--- src/rtl/seq_pkg.sv ---
// Shared constants for the stage sequencer: stage indices, default parameters
// and the elaboration-time mode selectors.
package seq_pkg;

  localparam int STG_F = 0;
  localparam int STG_D = 1;
  localparam int STG_E = 2;
  localparam int STG_M = 3;
  localparam int STG_W = 4;

  localparam int DEF_NUM_STAGES  = 5;
  localparam int DEF_PIPELINED   = 0;
  localparam int DEF_FLUSH_STAGE = 2;
  localparam int DEF_CNT_W       = 32;

  localparam int SEQ_MULTI = 0;
  localparam int SEQ_PIPE  = 1;

  // Stages strictly younger than the branch-resolving stage.
  function automatic logic [7:0] younger_mask(input int fs);
    return 8'((1 << fs) - 1);
  endfunction

endpackage

--- src/rtl/retire_counter.sv ---
// Free-running event counter with increment enable and asynchronous clear;
// wraps silently from all-ones to zero.
module retire_counter #(
  parameter int CNT_W = 32
) (
  input  logic             clk_i,
  input  logic             rst_ni,
  input  logic             inc_i,
  output logic [CNT_W-1:0] count_o
);

  logic [CNT_W-1:0] count_q;
  logic [CNT_W-1:0] count_d;

  assign count_d = inc_i ? count_q + CNT_W'(1) : count_q;

  always_ff @(posedge clk_i or negedge rst_ni) begin
    if (!rst_ni) begin
      count_q <= '0;
    end else begin
      count_q <= count_d;
    end
  end

  assign count_o = count_q;

endmodule

--- src/rtl/stage_sequencer.sv ---
// Per-stage enable generator for the CPU datapath: either a single rotating
// token (multi-cycle) or per-stage valid bits with stall and branch flush.
module stage_sequencer
  import seq_pkg::*;
#(
  parameter int NUM_STAGES  = DEF_NUM_STAGES,
  parameter int PIPELINED   = DEF_PIPELINED,
  parameter int FLUSH_STAGE = DEF_FLUSH_STAGE,
  parameter int CNT_W       = DEF_CNT_W
) (
  input  logic                  sysclk,
  input  logic                  cpu_resetn,
  input  logic                  run_i,
  input  logic [NUM_STAGES-1:0] stall_i,
  input  logic                  flush_i,
  output logic [NUM_STAGES-1:0] stage_en_o,
  output logic [NUM_STAGES-1:0] stage_valid_o,
  output logic                  retire_o,
  output logic                  busy_o,
  output logic [CNT_W-1:0]      instr_count_o
);

  localparam int LAST = NUM_STAGES - 1;

  logic [NUM_STAGES-1:0] en_w;
  logic [NUM_STAGES-1:0] valid_w;

  generate
    if (PIPELINED == SEQ_PIPE) begin : g_pipe
      localparam logic [NUM_STAGES-1:0] YOUNGER = NUM_STAGES'(younger_mask(FLUSH_STAGE));

      logic [NUM_STAGES-1:0] v_q;
      logic [NUM_STAGES-1:0] v_d;
      logic [NUM_STAGES-1:0] adv;
      logic [NUM_STAGES-1:0] kill;

      // A stage advances when the stage ahead is empty or itself advancing.
      always_comb begin : adv_chain
        logic room;
        room = 1'b1;
        adv  = '0;
        for (int k = LAST; k >= 0; k--) begin
          adv[k] = v_q[k] & ~stall_i[k] & room;
          room   = ~v_q[k] | adv[k];
        end
      end

      assign kill = flush_i ? YOUNGER : '0;
      assign en_w = adv & ~kill;
      assign v_d  = {en_w[LAST-1:0], run_i} | (v_q & ~adv & ~kill);

      always_ff @(posedge sysclk or negedge cpu_resetn) begin
        if (!cpu_resetn) begin
          v_q <= '0;
        end else begin
          v_q <= v_d;
        end
      end

      assign valid_w = v_q;
    end else begin : g_multi
      logic [NUM_STAGES-1:0] tok_q;
      logic [NUM_STAGES-1:0] tok_d;
      logic                  unused_flush;

      assign unused_flush = flush_i;
      assign en_w  = tok_q & ~stall_i;
      // Stalled token holds; completed token moves on; stage 0 loads from idle or wrap.
      assign tok_d = (tok_q & stall_i)
                   | {en_w[LAST-1:0], ((tok_q == '0) | en_w[LAST]) & run_i};

      always_ff @(posedge sysclk or negedge cpu_resetn) begin
        if (!cpu_resetn) begin
          tok_q <= '0;
        end else begin
          tok_q <= tok_d;
        end
      end

      assign valid_w = tok_q;
    end
  endgenerate

  assign stage_en_o    = en_w;
  assign stage_valid_o = valid_w;
  assign retire_o      = en_w[LAST];
  assign busy_o        = |valid_w;

  retire_counter #(
    .CNT_W(CNT_W)
  ) u_retire_cnt (
    .clk_i  (sysclk),
    .rst_ni (cpu_resetn),
    .inc_i  (retire_o),
    .count_o(instr_count_o)
  );

endmodule
--- config.mk ---
export PLATFORM = sky130hd
export DESIGN_NAME = stage_sequencer
export DESIGN_NICKNAME = d
export VERILOG_FILES = /design/src/rtl/seq_pkg.sv /design/src/rtl/retire_counter.sv /design/src/rtl/stage_sequencer.sv
export SDC_FILE = /design/constraint.sdc
export NUM_CORES = 1
export LEC_CHECK = 0
export ABC_AREA = 1
export CAP_MARGIN = 20
export CORE_ASPECT_RATIO = 1.25
export CORE_MARGIN = 3
export CORE_UTILIZATION = 45
export DETAILED_ROUTE_END_ITERATION = 12
export PLACE_DENSITY = 0.76
export SLEW_MARGIN = 10
export SYNTH_ARGS = -nofsm -noshare
export SYNTH_HDL_FRONTEND = slang
export SYNTH_SLANG_ARGS = --single-unit
--- constraint.sdc ---
create_clock -name sysclk -period 1.45 [get_ports sysclk]
set_clock_uncertainty 0.15 [all_clocks]
set_input_delay 0.29 -clock sysclk [delete_from_list [all_inputs] [get_ports sysclk]]
set_output_delay 0.29 -clock sysclk [all_outputs]
set_load 0.05 [all_outputs]
==> run metrics, run 1 <==
Seq/Total Area, Yosys 42.6%; Starting Density between 40% and 50%; IO Pins 53; GRT Util Overall 72.5%; Worst End Pin Type sequential cell input; flops & latches, synth 37; die height approximately 84 um; Post-DP HPWL 5250 um; Failed at 5_1_grt; Inserted Clock Buffers 5; YS warnings 0; gr ovfl total between 100 and 150; Sink Count 37; Crit. endpoint post-GRT repair u_retire_cnt.count_o[10]$_DFFE_PN0P_/D; CTS Buffer Depth 2; Synth cell types 25; global placer's final weighted congestion roughly 0.91; cells after synthesis 272; post-synth net total between 200 and 300; Core Rows 27; Place WS -0.385 ns; die width 68.2 um; tool error message [ERROR GRT-0232] Routing congestion too high. Check the congestion heatmap in the GUI.; htree depth 2; status did not finish; IO Port Bufs between 50 and 60; clk root buf clkbuf_8; pin count of the biggest net entering global routing 38; Netlist Area Pre-Place between 2000 and 2500 um2; Avg Inst Size Synth approximately 8 um2
## routing by layer
| metal | GRT usage [%] | GRT overflow |
|---|---|---|
| met1 | 71.2 | 2 |
| met2 | 91.9 | 83 |
| met3 | 47.7 | 0 |
| met4 | 81.0 | 48 |
| met5 | 0 | 0 |
## kinds of logic after synthesis
kind of cell,count (synthesis),share of synthesized area [%]
and+or+nand+nor,171,40.2
buffers and inverters,39,7.43
DFF,37,42.6
xor gates and xnor gates,18,7.60
AOI/OAI and AO/OA,6,1.61
adders and majority gates,1,0.576
## per-stage QoR
stage / instances / TNS (ns) / instance area, um2 / util (%)
after floorplan: 272 / -2.89 / 2330 / -
after CTS: 450 / -1.32 / 4000 / 88.4
after global placement: 420 / -8.25 / 3630 / 80.2
after detailed placement: 420 / -10.17 / 3630 / 80.2
## cells in the mapped netlist
cell type   n  share of area (%)
dfrtp_1    37                 43
buf_8       1               0.69
inv_1      35                6.0
nand2_4     4                2.1
buf_4       1               0.35
a22o_1      1               0.40
ha_1        1               0.58
nand2_1    84                 15
o22ai_1     1               0.29
o21ai_0     4               0.92
xor2_2      1               0.75
nor3_1      1               0.23
nor2_1     35                6.0
nand3_1     7                1.6
nand4_1     8                2.3
nand4_4     1               0.98
nand2_2     5                1.4
nand3_2     2               0.92
nor2_4      9                4.7
nand3b_1    8                2.8
nor2_2      6                1.7
nor2_8      1               0.92
xor2_1     10                4.0
xnor2_1     7                2.8
inv_2       2               0.35
## repair_timing
item | in CTS
gates resized for setup | 41
endpoints found under the setup margin | 46
pin swaps | 14
hold endpoints to repair | 37
buffers inserted | 22
hold buffers | 1
==> run 2, diff against run 1 <==
CORE_ASPECT_RATIO = default   (was 1.25)
CORE_UTILIZATION = 40   (was 45)
PLACE_DENSITY = default   (was 0.76)
PLACE_DENSITY_LB_ADDON = 0.15   (was default)
clock period = 1.9 ns   (was 1.45 ns; I/O delays follow)
==> run 2 against run 1 <==
  * Synthesized cell count did not move
  * The flow now finishes without violations
  * Area after synthesis unchanged
==> run metrics, run 2 <==
Starting Density 42.0% (-6.0 points); die width 79.7 um (+17%); R2R depth 7; IO Pins 53 (unchanged); global placer's final weighted congestion 0.841 (-8.1%); Netlist Area Pre-Place 2170 um2 (unchanged); Hold Path End u_retire_cnt.count_o[31]$_DFFE_PN0P_; most frequent cells in the layout 84 x nand2_1, 37 x dfrtp_1, 36 x buf_4; Sink Count 37 (unchanged); Slew @ Worst Pin 0.432 ns; Post-DRT Antenna Nets 0; total wire length 5020 um; die height 79.7 um (-4.8%); commonest non-fill, non-tap cell in the layout nand2_1; CP Data Arrival Time between 1 and 1.5 ns; FMAX between 0.5 and 0.6 GHz; Inserted Clock Buffers 5 (unchanged); fin cells 407; max reg flops 32; Yosys top cell area share 42.6% (unchanged); number of synthesized flops with an enable pin 0 (unchanged); flops & latches, synth 37 (unchanged); CTS tree done; Slew headroom 71.2%; Core Rows 26 (-3.7%); Setup CP Type primary input to primary output; Seq/Total Area, Yosys 42.6% (unchanged); placed inst area 2880 um2 (-21%); fraction of layout cells with a size suffix above 1 between 20% and 30%; hold wc startpoint u_retire_cnt.count_o[31]$_DFFE_PN0P_; asr flop ratio synth 100% (unchanged); Hold Path Depth 2; commonest register cell after synthesis dfrtp_1; htree depth 2 (unchanged); worst hold path type flip-flop to flip-flop; PD cells around 900 nW/um2; top-count cell post-synth nand2_1; top cells by count, synth 84 x nand2_1, 37 x dfrtp_1, 35 x inv_1, 35 x nor2_1, 10 x xor2_1; ranking of synthesized cells by area dfrtp_1 43%, nand2_1 15%, inv_1 6.0%; design area 3000 um2; final hold vios 0; fin crit period roughly 1.9 ns; IO Port Bufs 51 (unchanged); Setup TNS 0 ns; post-synth net total 282 (unchanged); Cell Count Post-Placement 398 (-5.2%); Post-CTS Setup Bufs 0 (-100%); drt first pass iters 4; max-slew violation count 0; area grow syn2layout 37.8%; Avg Inst Size Synth 7.99 um2 (unchanged); number of max-cap violations 0; cells after synthesis 272 (unchanged); pin count of the biggest net entering global routing 21; global-route wire length before repair 8470 um; drt wl/cell ~12 um; Vias/cell between 4 and 5; Post-DP HPWL 4170 um (-21%); # setup viols final 0; GRT Util Overall 17.4%; vias in the first global route 1821; peak supply drop 806 uV; area leader, netlist dfrtp_1; clk root buf clkbuf_8; DR vias around 1900; Synth cell types 25 (unchanged); worst-path fanout max 5; Initial DRC Count 63; CP Capture Type primary output; core area a little over 5000 um2; RSZ-0062 raised after global routing no; initial antenna violation count 0; status completed; RR Endpoint u_retire_cnt.count_o[22]$_DFFE_PN0P_; residual DRC count 0; gr ovfl total 0; required time worst endpoint ~1.4 ns; CTS Buffer Depth 2 (unchanged); number of antenna diodes 0; Reg-to-Reg Start u_retire_cnt.count_o[1]$_DFFE_PN0P_; period utilization 98.1%; YS warnings 0 (unchanged); Clock Latency Late Sink 0.29 ns; final core utilization approximately 58%; Nets 346; reg-to-reg slack, setup about 0.25 ns; clk slew on worst S/H paths 0.07 ns; CP startpoint kind primary input; Leakage between 1 and 1.5 nW; Die ar. 6350 um2
## run 2: cell counts after synthesis
No cell type changed its count.
## run 2: kinds of logic (layout without fill, tap and decap cells)
logic type	Yosys count	in the layout	share of synthesized area [%]
buf+inv	39	104	7.43
flops	37	37	42.6
xor+xnor	18	18	7.60
simple gates	171	171	40.2
fa+ha+maj	1	1	0.576
compound gates	6	6	1.61
## run 2: how the worst max path moves through the flow
stage	cells past startpoint	from	end	slack [ns]
2_1_floorplan	7	u_retire_cnt.count_o[1]$_DFFE_PN0P_	u_retire_cnt.count_o[10]$_DFFE_PN0P_	0.02
3_3_place_gp	4	stall_i[4]	retire_o	0.02
3_5_place_dp	7	stall_i[4]	u_retire_cnt.count_o[21]$_DFFE_PN0P_	0.001
4_1_cts	4	stall_i[4]	stage_en_o[4]	0.008
5_1_grt	4	stage_valid_o[4]$_DFF_PN0_	stage_en_o[4]	0.008
6_report	4	stall_i[4]	stage_en_o[4]	0.04
## run 2: worst max-delay path: stages
cell             delay [ns]
clkdlybuf4s50_1        0.46
nor2_4                 0.16
buf_4                  0.18
buf_12                 0.14
## run 2: layout make-up
class / count / area (um2)
well taps: 70 / 87.6
repair buffers: 59 / 646
inverters: 37 / 139
clock buffers: 7 / 96.3
flip-flops and latches: 37 / 926
fillers: 484 / 2180
clock inverters: 1 / 5.00
multi-input cells: 196 / 1100
## run 2: repair_timing
item	CTS	global route
hold buffers	1	0
gates resized for setup	0	0
endpoints found under the setup margin	0	2
endpoints found under the hold margin	17	0
## run 2: metal layers
layer | GRT usage [%] | vias up | part of all wire [%]
met1 | 21.7 | 861 | 43
met2 | 28.5 | 47 | 49
met4 | 5.67 | 0 | 1.2
met5 | 0 | - | 0
li1 | - | 956 | -
met3 | 5.30 | 5 | 6.9
## run 2: report_power, final
part / internal, W / switching (W) / total [W]
sequential: 0.000875 / 0.000101 / 0.000976
clock: 0.000328 / 0.000280 / 0.000608
combinational: 0.000388 / 0.000728 / 0.00112
total: 0.00159 / 0.00111 / 0.00270
## run 2: stage by stage
| step | total power (W) | hold slack, ns | setup WS [ns] |
|---|---|---|---|
| final | 0.00270 | 0.360 | 0.0369 |
| after global routing | 0.00285 | 0.397 | 0.00770 |
| after CTS | 0.00273 | 0.365 | 0.00769 |
| after detailed placement | 0.00212 | 0.199 | 0.00123 |
| after global placement | 0.00211 | 0.195 | 0.0214 |
| after floorplan | 0.00168 | -0.0656 | 0.0224 |
(Power assumes the default switching activity.)
